## src/rtl/rvb_pcpi_issue_pkg.sv

```systemverilog
// Shared types and defaults for the PCPI issue block and its protocol checker.
package rvb_pcpi_issue_pkg;

  typedef enum logic [1:0] {
    StIdle,
    StIssue,
    StResp
  } issue_state_e;

  typedef logic [31:0] pcpi_word_t;

  localparam int unsigned TimeoutCyclesDefault = 16;

endpackage

```

## src/rtl/rvb_pcpi_proto_chk.sv

```systemverilog
// PCPI protocol checker: raises a sticky error flag the cycle after the responder
// breaks the valid/wait/ready/wr handshake rules.
module rvb_pcpi_proto_chk (
  input  logic clk,
  input  logic resetn,
  input  logic pcpi_valid,
  input  logic pcpi_wr,
  input  logic pcpi_wait,
  input  logic pcpi_ready,
  output logic proto_err
);

  logic prev_valid_q;
  logic err_q;
  logic violation;

  // The responder may stay silent only in the first cycle of a request.
  always_comb begin
    violation = 1'b0;
    if (pcpi_valid) begin
      if (pcpi_ready != pcpi_wr) violation = 1'b1;
      if (prev_valid_q && !pcpi_wait && !pcpi_ready) violation = 1'b1;
    end else if (pcpi_wait || pcpi_ready || pcpi_wr) begin
      violation = 1'b1;
    end
  end

  always_ff @(posedge clk) begin
    if (!resetn) begin
      prev_valid_q <= 1'b0;
      err_q        <= 1'b0;
    end else begin
      prev_valid_q <= pcpi_valid;
      err_q        <= err_q | violation;
    end
  end

  assign proto_err = err_q;

endmodule

```

## src/rtl/rvb_pcpi_issue.sv

```systemverilog
// PCPI initiator: issues one command to a PCPI coprocessor and returns its result.
// Define RVB_PCPI_ISSUE_CHECK_EN to build in the protocol checker driving proto_err.
module rvb_pcpi_issue
  import rvb_pcpi_issue_pkg::*;
#(
  parameter int unsigned TIMEOUT_CYCLES = TimeoutCyclesDefault,
  parameter int unsigned LAT_W          = 8
) (
  input  logic             clk,
  input  logic             resetn,
  input  logic             cmd_valid,
  output logic             cmd_ready,
  input  logic [31:0]      cmd_insn,
  input  logic [31:0]      cmd_rs1,
  input  logic [31:0]      cmd_rs2,
  input  logic [31:0]      cmd_rs3,
  output logic             rsp_valid,
  input  logic             rsp_ready,
  output logic [31:0]      rsp_rd,
  output logic             rsp_wr,
  output logic             rsp_illegal,
  output logic [LAT_W-1:0] rsp_cycles,
  output logic             pcpi_valid,
  output logic [31:0]      pcpi_insn,
  output logic [31:0]      pcpi_rs1,
  output logic [31:0]      pcpi_rs2,
  output logic [31:0]      pcpi_rs3,
  input  logic             pcpi_wr,
  input  logic [31:0]      pcpi_rd,
  input  logic             pcpi_wait,
  input  logic             pcpi_ready,
  output logic             proto_err
);

  localparam logic [7:0] TimeoutVal = 8'(TIMEOUT_CYCLES);

  issue_state_e state_q, state_d;

  logic             cmd_ready_q, cmd_ready_d;
  logic             pcpi_valid_q, pcpi_valid_d;
  pcpi_word_t       insn_q, insn_d;
  pcpi_word_t       rs1_q, rs1_d;
  pcpi_word_t       rs2_q, rs2_d;
  pcpi_word_t       rs3_q, rs3_d;
  logic             rsp_valid_q, rsp_valid_d;
  pcpi_word_t       rd_q, rd_d;
  logic             wr_q, wr_d;
  logic             illegal_q, illegal_d;
  logic [LAT_W-1:0] cycles_q, cycles_d;
  logic [7:0]       to_q, to_d;
  logic [LAT_W-1:0] lat_q, lat_d;

  logic             accept;
  logic [7:0]       to_inc;
  logic             expire;
  logic [LAT_W-1:0] lat_inc;

  assign accept  = (state_q == StIdle) && cmd_ready_q && cmd_valid;
  assign to_inc  = to_q + 8'd1;
  // Only a run of non-wait cycles can time out; a wait cycle restarts the run.
  assign expire  = !pcpi_wait && (to_inc == TimeoutVal);
  assign lat_inc = (&lat_q) ? lat_q : lat_q + LAT_W'(1);

  // State register
  always_ff @(posedge clk) begin
    if (!resetn) begin
      state_q <= StIdle;
    end else begin
      state_q <= state_d;
    end
  end

  // Next-state logic; a ready response beats a coincident timeout.
  always_comb begin
    state_d = state_q;
    unique case (state_q)
      StIdle:  if (accept) state_d = StIssue;
      StIssue: if (pcpi_ready || expire) state_d = StResp;
      StResp:  if (rsp_ready) state_d = StIdle;
      default: state_d = StIdle;
    endcase
  end

  // Output and datapath next values
  always_comb begin
    insn_d    = insn_q;
    rs1_d     = rs1_q;
    rs2_d     = rs2_q;
    rs3_d     = rs3_q;
    rd_d      = rd_q;
    wr_d      = wr_q;
    illegal_d = illegal_q;
    cycles_d  = cycles_q;
    to_d      = to_q;
    lat_d     = lat_q;

    unique case (state_q)
      StIdle: begin
        if (accept) begin
          insn_d = cmd_insn;
          rs1_d  = cmd_rs1;
          rs2_d  = cmd_rs2;
          rs3_d  = cmd_rs3;
          to_d   = 8'd0;
          lat_d  = '0;
        end
      end
      StIssue: begin
        lat_d = lat_inc;
        to_d  = pcpi_wait ? 8'd0 : to_inc;
        if (pcpi_ready) begin
          rd_d      = pcpi_rd;
          wr_d      = pcpi_wr;
          illegal_d = 1'b0;
          cycles_d  = lat_inc;
        end else if (expire) begin
          rd_d      = '0;
          wr_d      = 1'b0;
          illegal_d = 1'b1;
          cycles_d  = lat_inc;
        end
      end
      default: ;
    endcase

    cmd_ready_d  = (state_d == StIdle);
    pcpi_valid_d = (state_d == StIssue);
    rsp_valid_d  = (state_d == StResp);
  end

  always_ff @(posedge clk) begin
    if (!resetn) begin
      cmd_ready_q  <= 1'b0;
      pcpi_valid_q <= 1'b0;
      insn_q       <= '0;
      rs1_q        <= '0;
      rs2_q        <= '0;
      rs3_q        <= '0;
      rsp_valid_q  <= 1'b0;
      rd_q         <= '0;
      wr_q         <= 1'b0;
      illegal_q    <= 1'b0;
      cycles_q     <= '0;
      to_q         <= 8'd0;
      lat_q        <= '0;
    end else begin
      cmd_ready_q  <= cmd_ready_d;
      pcpi_valid_q <= pcpi_valid_d;
      insn_q       <= insn_d;
      rs1_q        <= rs1_d;
      rs2_q        <= rs2_d;
      rs3_q        <= rs3_d;
      rsp_valid_q  <= rsp_valid_d;
      rd_q         <= rd_d;
      wr_q         <= wr_d;
      illegal_q    <= illegal_d;
      cycles_q     <= cycles_d;
      to_q         <= to_d;
      lat_q        <= lat_d;
    end
  end

  assign cmd_ready   = cmd_ready_q;
  assign pcpi_valid  = pcpi_valid_q;
  assign pcpi_insn   = insn_q;
  assign pcpi_rs1    = rs1_q;
  assign pcpi_rs2    = rs2_q;
  assign pcpi_rs3    = rs3_q;
  assign rsp_valid   = rsp_valid_q;
  assign rsp_rd      = rd_q;
  assign rsp_wr      = wr_q;
  assign rsp_illegal = illegal_q;
  assign rsp_cycles  = cycles_q;

`ifdef RVB_PCPI_ISSUE_CHECK_EN
  rvb_pcpi_proto_chk u_proto_chk (
    .clk        (clk),
    .resetn     (resetn),
    .pcpi_valid (pcpi_valid_q),
    .pcpi_wr    (pcpi_wr),
    .pcpi_wait  (pcpi_wait),
    .pcpi_ready (pcpi_ready),
    .proto_err  (proto_err)
  );
`else
  assign proto_err = 1'b0;
`endif

endmodule

```

## config.mk

```make
export PLATFORM = sky130hd
export DESIGN_NAME = rvb_pcpi_issue
export DESIGN_NICKNAME = d
export VERILOG_FILES = /design/src/rtl/rvb_pcpi_issue_pkg.sv /design/src/rtl/rvb_pcpi_proto_chk.sv /design/src/rtl/rvb_pcpi_issue.sv
export SDC_FILE = /design/constraint.sdc
export NUM_CORES = 1
export LEC_CHECK = 0
export CORE_UTILIZATION = 41
export DETAILED_ROUTE_END_ITERATION = 16
export PLACE_DENSITY = 0.79
export SLEW_MARGIN = 20
export SYNTH_ARGS = -nofsm -noshare
export SYNTH_HDL_FRONTEND = slang
export SYNTH_SLANG_ARGS = --single-unit
```

## constraint.sdc

```tcl
create_clock -name clk -period 2.4 [get_ports clk]
set_clock_uncertainty 0.2 [all_clocks]
set_input_delay 0.24 -clock clk [delete_from_list [all_inputs] [get_ports clk]]
set_output_delay 0.24 -clock clk [all_outputs]
set_load 0.05 [all_outputs]
```

* After elaboration in Yosys (flattened, before gate mapping)
Index checks and enable logic that the tools add are counted.
** Word-level totals
- Flip-flop bits (word level) :: 191
- Latch bits :: 0
- RAM bits :: 0
- ROM bits :: 0
- Memories :: 0
** Operators by class
- $add $sub $neg :: 2
- Multipliers :: 0
- Divide/modulo/power cells :: 0
- $lt $le $gt $ge :: 0
- Equality and inequality tests :: 6
- Shifts and indexed selects :: 0
- Mux-type cells :: 17
- Bitwise logic cells :: 0
- Reduce and logical (&&, ||, !) cells :: 13
** Operators with widths (count)
- 32-bit two-way mux :: 2
- 8-bit two-way mux :: 5
- 8-bit one-hot mux with 2 select lines :: 2
- 8-bit by 1-bit adder with 8-bit output, second input constant :: 2
- 8-bit by 5-bit == test with 1-bit output, second input constant :: 1
- 8-bit AND reduction :: 1
- 2-bit two-way mux :: 3
- 2-bit one-hot mux with 3 select lines :: 1
- 2-bit AND reduction :: 3
- 2-bit by 1-bit == test with 1-bit output, second input constant :: 2
- 2-bit == test, second input constant :: 2
- 2-bit logical NOT :: 2
- 1-bit two-way mux :: 4
- 2-bit nonzero test :: 2
- 1-bit logical AND :: 3
- 2-bit != test, second input constant :: 1
- 1-bit logical NOT :: 1
- 1-bit logical OR :: 1

* Logic depth before layout (Yosys ltp)
- Depth after elaboration :: 7
- Gate-level depth with buffers :: 7

* Least setup slack after synthesis
No wires, ideal clock.
- Path type :: register -> register
- Start point :: register to_q[0]
- End point :: register rd_q[10], in the netlist rsp_rd[10]
- Setup time :: 0.130 ns
- Arrival :: 1.758 ns
- Data required time :: 2.070 ns
- Setup slack :: 0.312 ns
- Stages on the path, launching flop included :: 8
- Buffers on the path :: 1
- Cell sequence :: dfxtp_1 > ha_1 > or3_1 > a211oi_2 > o2111ai_1 > nand2_2 > buf_6 > o22ai_1
** Between the ends
- Longest elaborated chain between the ends :: 5
** Ends and longest elaborated chain
- start: declaration :: line rvb_pcpi_issue.sv:50 : logic [7:0] to_q, to_d;
- start signal: assignment :: line rvb_pcpi_issue.sv:158 : to_q <= to_d;
- 8-bit by 1-bit adder with 8-bit output :: line rvb_pcpi_issue.sv:59 : assign to_inc = to_q + 8'd1;
- 8-bit by 5-bit == test with 1-bit output :: line rvb_pcpi_issue.sv:61 : assign expire = !pcpi_wait && (to_inc == TimeoutVal);
- 1-bit logical AND :: line rvb_pcpi_issue.sv:61
- 2-bit nonzero test (no line)
- 2-bit AND reduction (no line)
- end signal: assignment :: line rvb_pcpi_issue.sv:154 : rd_q <= rd_d;
- end: declaration :: line rvb_pcpi_issue.sv:46 : pcpi_word_t rd_q, rd_d;
Every way passes these cells.
A chain may end at the register's enable or synchronous reset.

* Final worst setup path
- Start point :: register to_q[1]
- End point :: register rd_q[1], in the netlist rsp_rd[1]
Same word-level chain as after synthesis.

==> metrics.csv <==
metric;value;unit
Post CTS Setup Buffer Count;0;
root buffer cell;clkbuf_16;
Seq/Total Area, Yosys;0.539;
mean post-synth cell area;7.98;µm²
PwrDens;691;nW/µm²
crit path kind;reg -> reg;
Largest stage delay, worst path;380;ps
crit-path cells;ha_1, or3_1, a211oi_2, o2111ai_1, nand2_2, buf_12, o22ai_1;
Final nets;1369;
Top delay family on crit path;compound AO/OA/AOI/OAI gates;
H-tree depth;4;
Clock Pin Slew Worst Setup and Hold Paths;60;ps
worst hold path type;in -> reg;
final instance area;11300;µm²
number of max-cap violations;0;
Total Wirelength;21900;µm
CTS tree;built;
Worst-Margin Slew;594;ps
DRT Pass-1 Iters;5;
worst-path maximum fanout;36;
routed vias;7158;
Synthesized Nets;1059;
Vias/cell;5.00;
Global Route Usage Sum;0.239;
CTS buffer count;17;
setup TNS;0;ps
Mapped Cells;889;
Post-DP HPWL;15300;µm
area of the multi-input gates;3010;µm²
CTS Hold Bufs;0;
Resized cells post-CTS;0;
synthesis warning total;0;
largest net degree at the start of global routing;93;
count leader, synth;nand2_1;
setup violators final;0;
gpl congestion;0.805;
final worst slack;168;ps
Die Span Y;134;µm
Fmax;448;MHz
full die area;17800;µm²
Worst-Skew Late Latency;420;ps
antenna violations before repair;0;
first-pass GRT wire length;33800;µm
crit share post-route;0.930;
wire length per cell;15.3;µm
Initial Util;0.424;
synthesized area;7100;µm²
register area;3820;µm²
Hold Vio Cnt, Final;0;
Tmin final;2230;ps
post-synthesis register bit count;191;
Most used DFF post-synth;dfxtp_1;
CORE AREA;16800;µm²
vias in the first global route;6699;
Leak;4.10;nW
Std-Cell Rows;47;
# fillers;1380;
layout cells sized above 1;0.0503;
Cell Area, Placed;10700;µm²
Netlist cell types;47;
Routed Antenna Nets;0;
post-synth top area share;0.539;
slowest CP cell;dfxtp_1;
Startpoint Class;flip-flop;
P&R area growth vs syn;59.9;%
Top Ports;341;
DR DRC count;0;
grt total ovfl;0;
ant diodes;0;
Power Total;7.85;mW
VDD IR-drop max;0.496;mV
DP Worst Slack;207;ps
worst path required time;2500;ps
Slew Viols, Final;0;
Iter 0 DRT Violations;383;
ys async rst share;0;
Commonest cells post-synth;nand2_1, dfxtp_1, a21oi_1;
WP buf/inv;1;
Setup crit end kind;flip-flop;
Post-synth EDFFs;0;
Synth area leaders;dfxtp_1, nand2_1, a21oi_1, clkbuf_1, o22ai_1;
CTS Buffer Depth;2;
Die Wd;134;µm
slew margin rel.;0.603;
Worst EP arrival;2330;ps
Yosys top cell by area;dfxtp_1;
IO buf count;339;
status;completed;
Num Clock Sinks;191;
RSZ-0062 raised after global routing;no;
-- final timing paths --
path                                  start       endpoint  slack, ps  depth (start not counted)
worst min register to register  pcpi_rs3[6]    pcpi_rs3[6]        250                          2
worst max register to register      to_q[1]      rsp_rd[1]        170                          7
worst min-delay path                 resetn  rsp_cycles[6]        100                          4
worst max-delay path                to_q[1]      rsp_rd[1]        170                          7
-- cells by family after synthesis --
logic type | share of synthesized area
mux | 0.0113
fa+ha+maj | 0.00529
buf+inv | 0.0407
compound gates | 0.169
flops | 0.539
xor+xnor | 0.00370
simple gates | 0.230
other cells | 0.000528
-- state kept, by name, summed over array words and instances (netlist names) --
signal,flops
pcpi_rs2,32
pcpi_rs1,32
state_q,2
rsp_rd,32
pcpi_valid,1
pcpi_insn,32
lat_q,8
rsp_cycles,8
rsp_valid,1
cmd_ready,1
pcpi_rs3,32
rsp_illegal,1
rsp_wr,1
to_q,8
-- layer usage --
metal  routed length (µm)  vias to the layer above  global-route usage  share of wire
met2                10600                      303               0.408           0.48
met5                    0                        -                   0              0
met4                  680                        0               0.109          0.031
li1                     -                     3575                   -              -
met1                 8600                     3241               0.268           0.39
met3                 2020                       39              0.0837          0.092
-- worst register-to-register path, stage by stage, from the launching register on --
cell       delay, ps
dfxtp_1          380
ha_1             290
or3_1            350
a211oi_2         260
o2111ai_1        190
nand2_2          130
buf_12           190
o22ai_1          120
-- placed cells by master (no fill, tap or decap), types with 2 or more instances in the layout --
| cell | count |
|---|---|
| o21a_1 | 3 |
| nor3_1 | 5 |
| o22ai_1 | 33 |
| clkinv_2 | 3 |
| bufinv_16 | 4 |
| nor2b_1 | 2 |
| nand4_1 | 4 |
| o211a_1 | 2 |
| buf_12 | 7 |
| ha_1 | 3 |
| clkdlybuf4s50_1 | 338 |
| a22oi_1 | 2 |
| o211ai_1 | 3 |
| nor2_1 | 17 |
| and2_1 | 3 |
| buf_4 | 11 |
| nand3_1 | 10 |
| clkbuf_1 | 2 |
| clkbuf_16 | 17 |
| or3_1 | 3 |
| nand2_1 | 343 |
| and4_1 | 2 |
| nor3b_1 | 3 |
| o2111ai_1 | 2 |
| or2_2 | 2 |
| nand2b_1 | 4 |
| a21oi_1 | 144 |
| mux2i_1 | 8 |
| xnor2_1 | 2 |
| inv_6 | 4 |
| a311oi_1 | 3 |
| dfxtp_1 | 191 |
| o21ai_0 | 9 |
| a31oi_1 | 3 |
-- final cells by class --
class,instances,share of cell area
Sequential cell,191,0.337
Timing Repair Buffer,357,0.318
Multi-Input combinational cell,631,0.265
Clock buffer,20,0.0394
Tap cell,220,0.0243
Clock inverter,12,0.0158
Inverter,1,0.000551
-- metrics by stage --
stage	util	hold slack [ps]	instances
after floorplan	-	176	889
after global placement	0.640	240	1400
after detailed placement	0.640	246	1400
after CTS	0.677	90.5	1432
after global routing	0.677	97.2	1432
final	0.677	101	1432
-- power breakdown --
| part | leakage [nW] | internal, mW | switching (mW) |
|---|---|---|---|
| combinational | 2.24 | 0.590 | 0.869 |
| sequential | 1.55 | 3.30 | 0.0714 |
| clock | 0.310 | 1.78 | 1.23 |
| total | 4.10 | 5.68 | 2.17 |
Note: power is estimated with default switching activity, not from simulation.
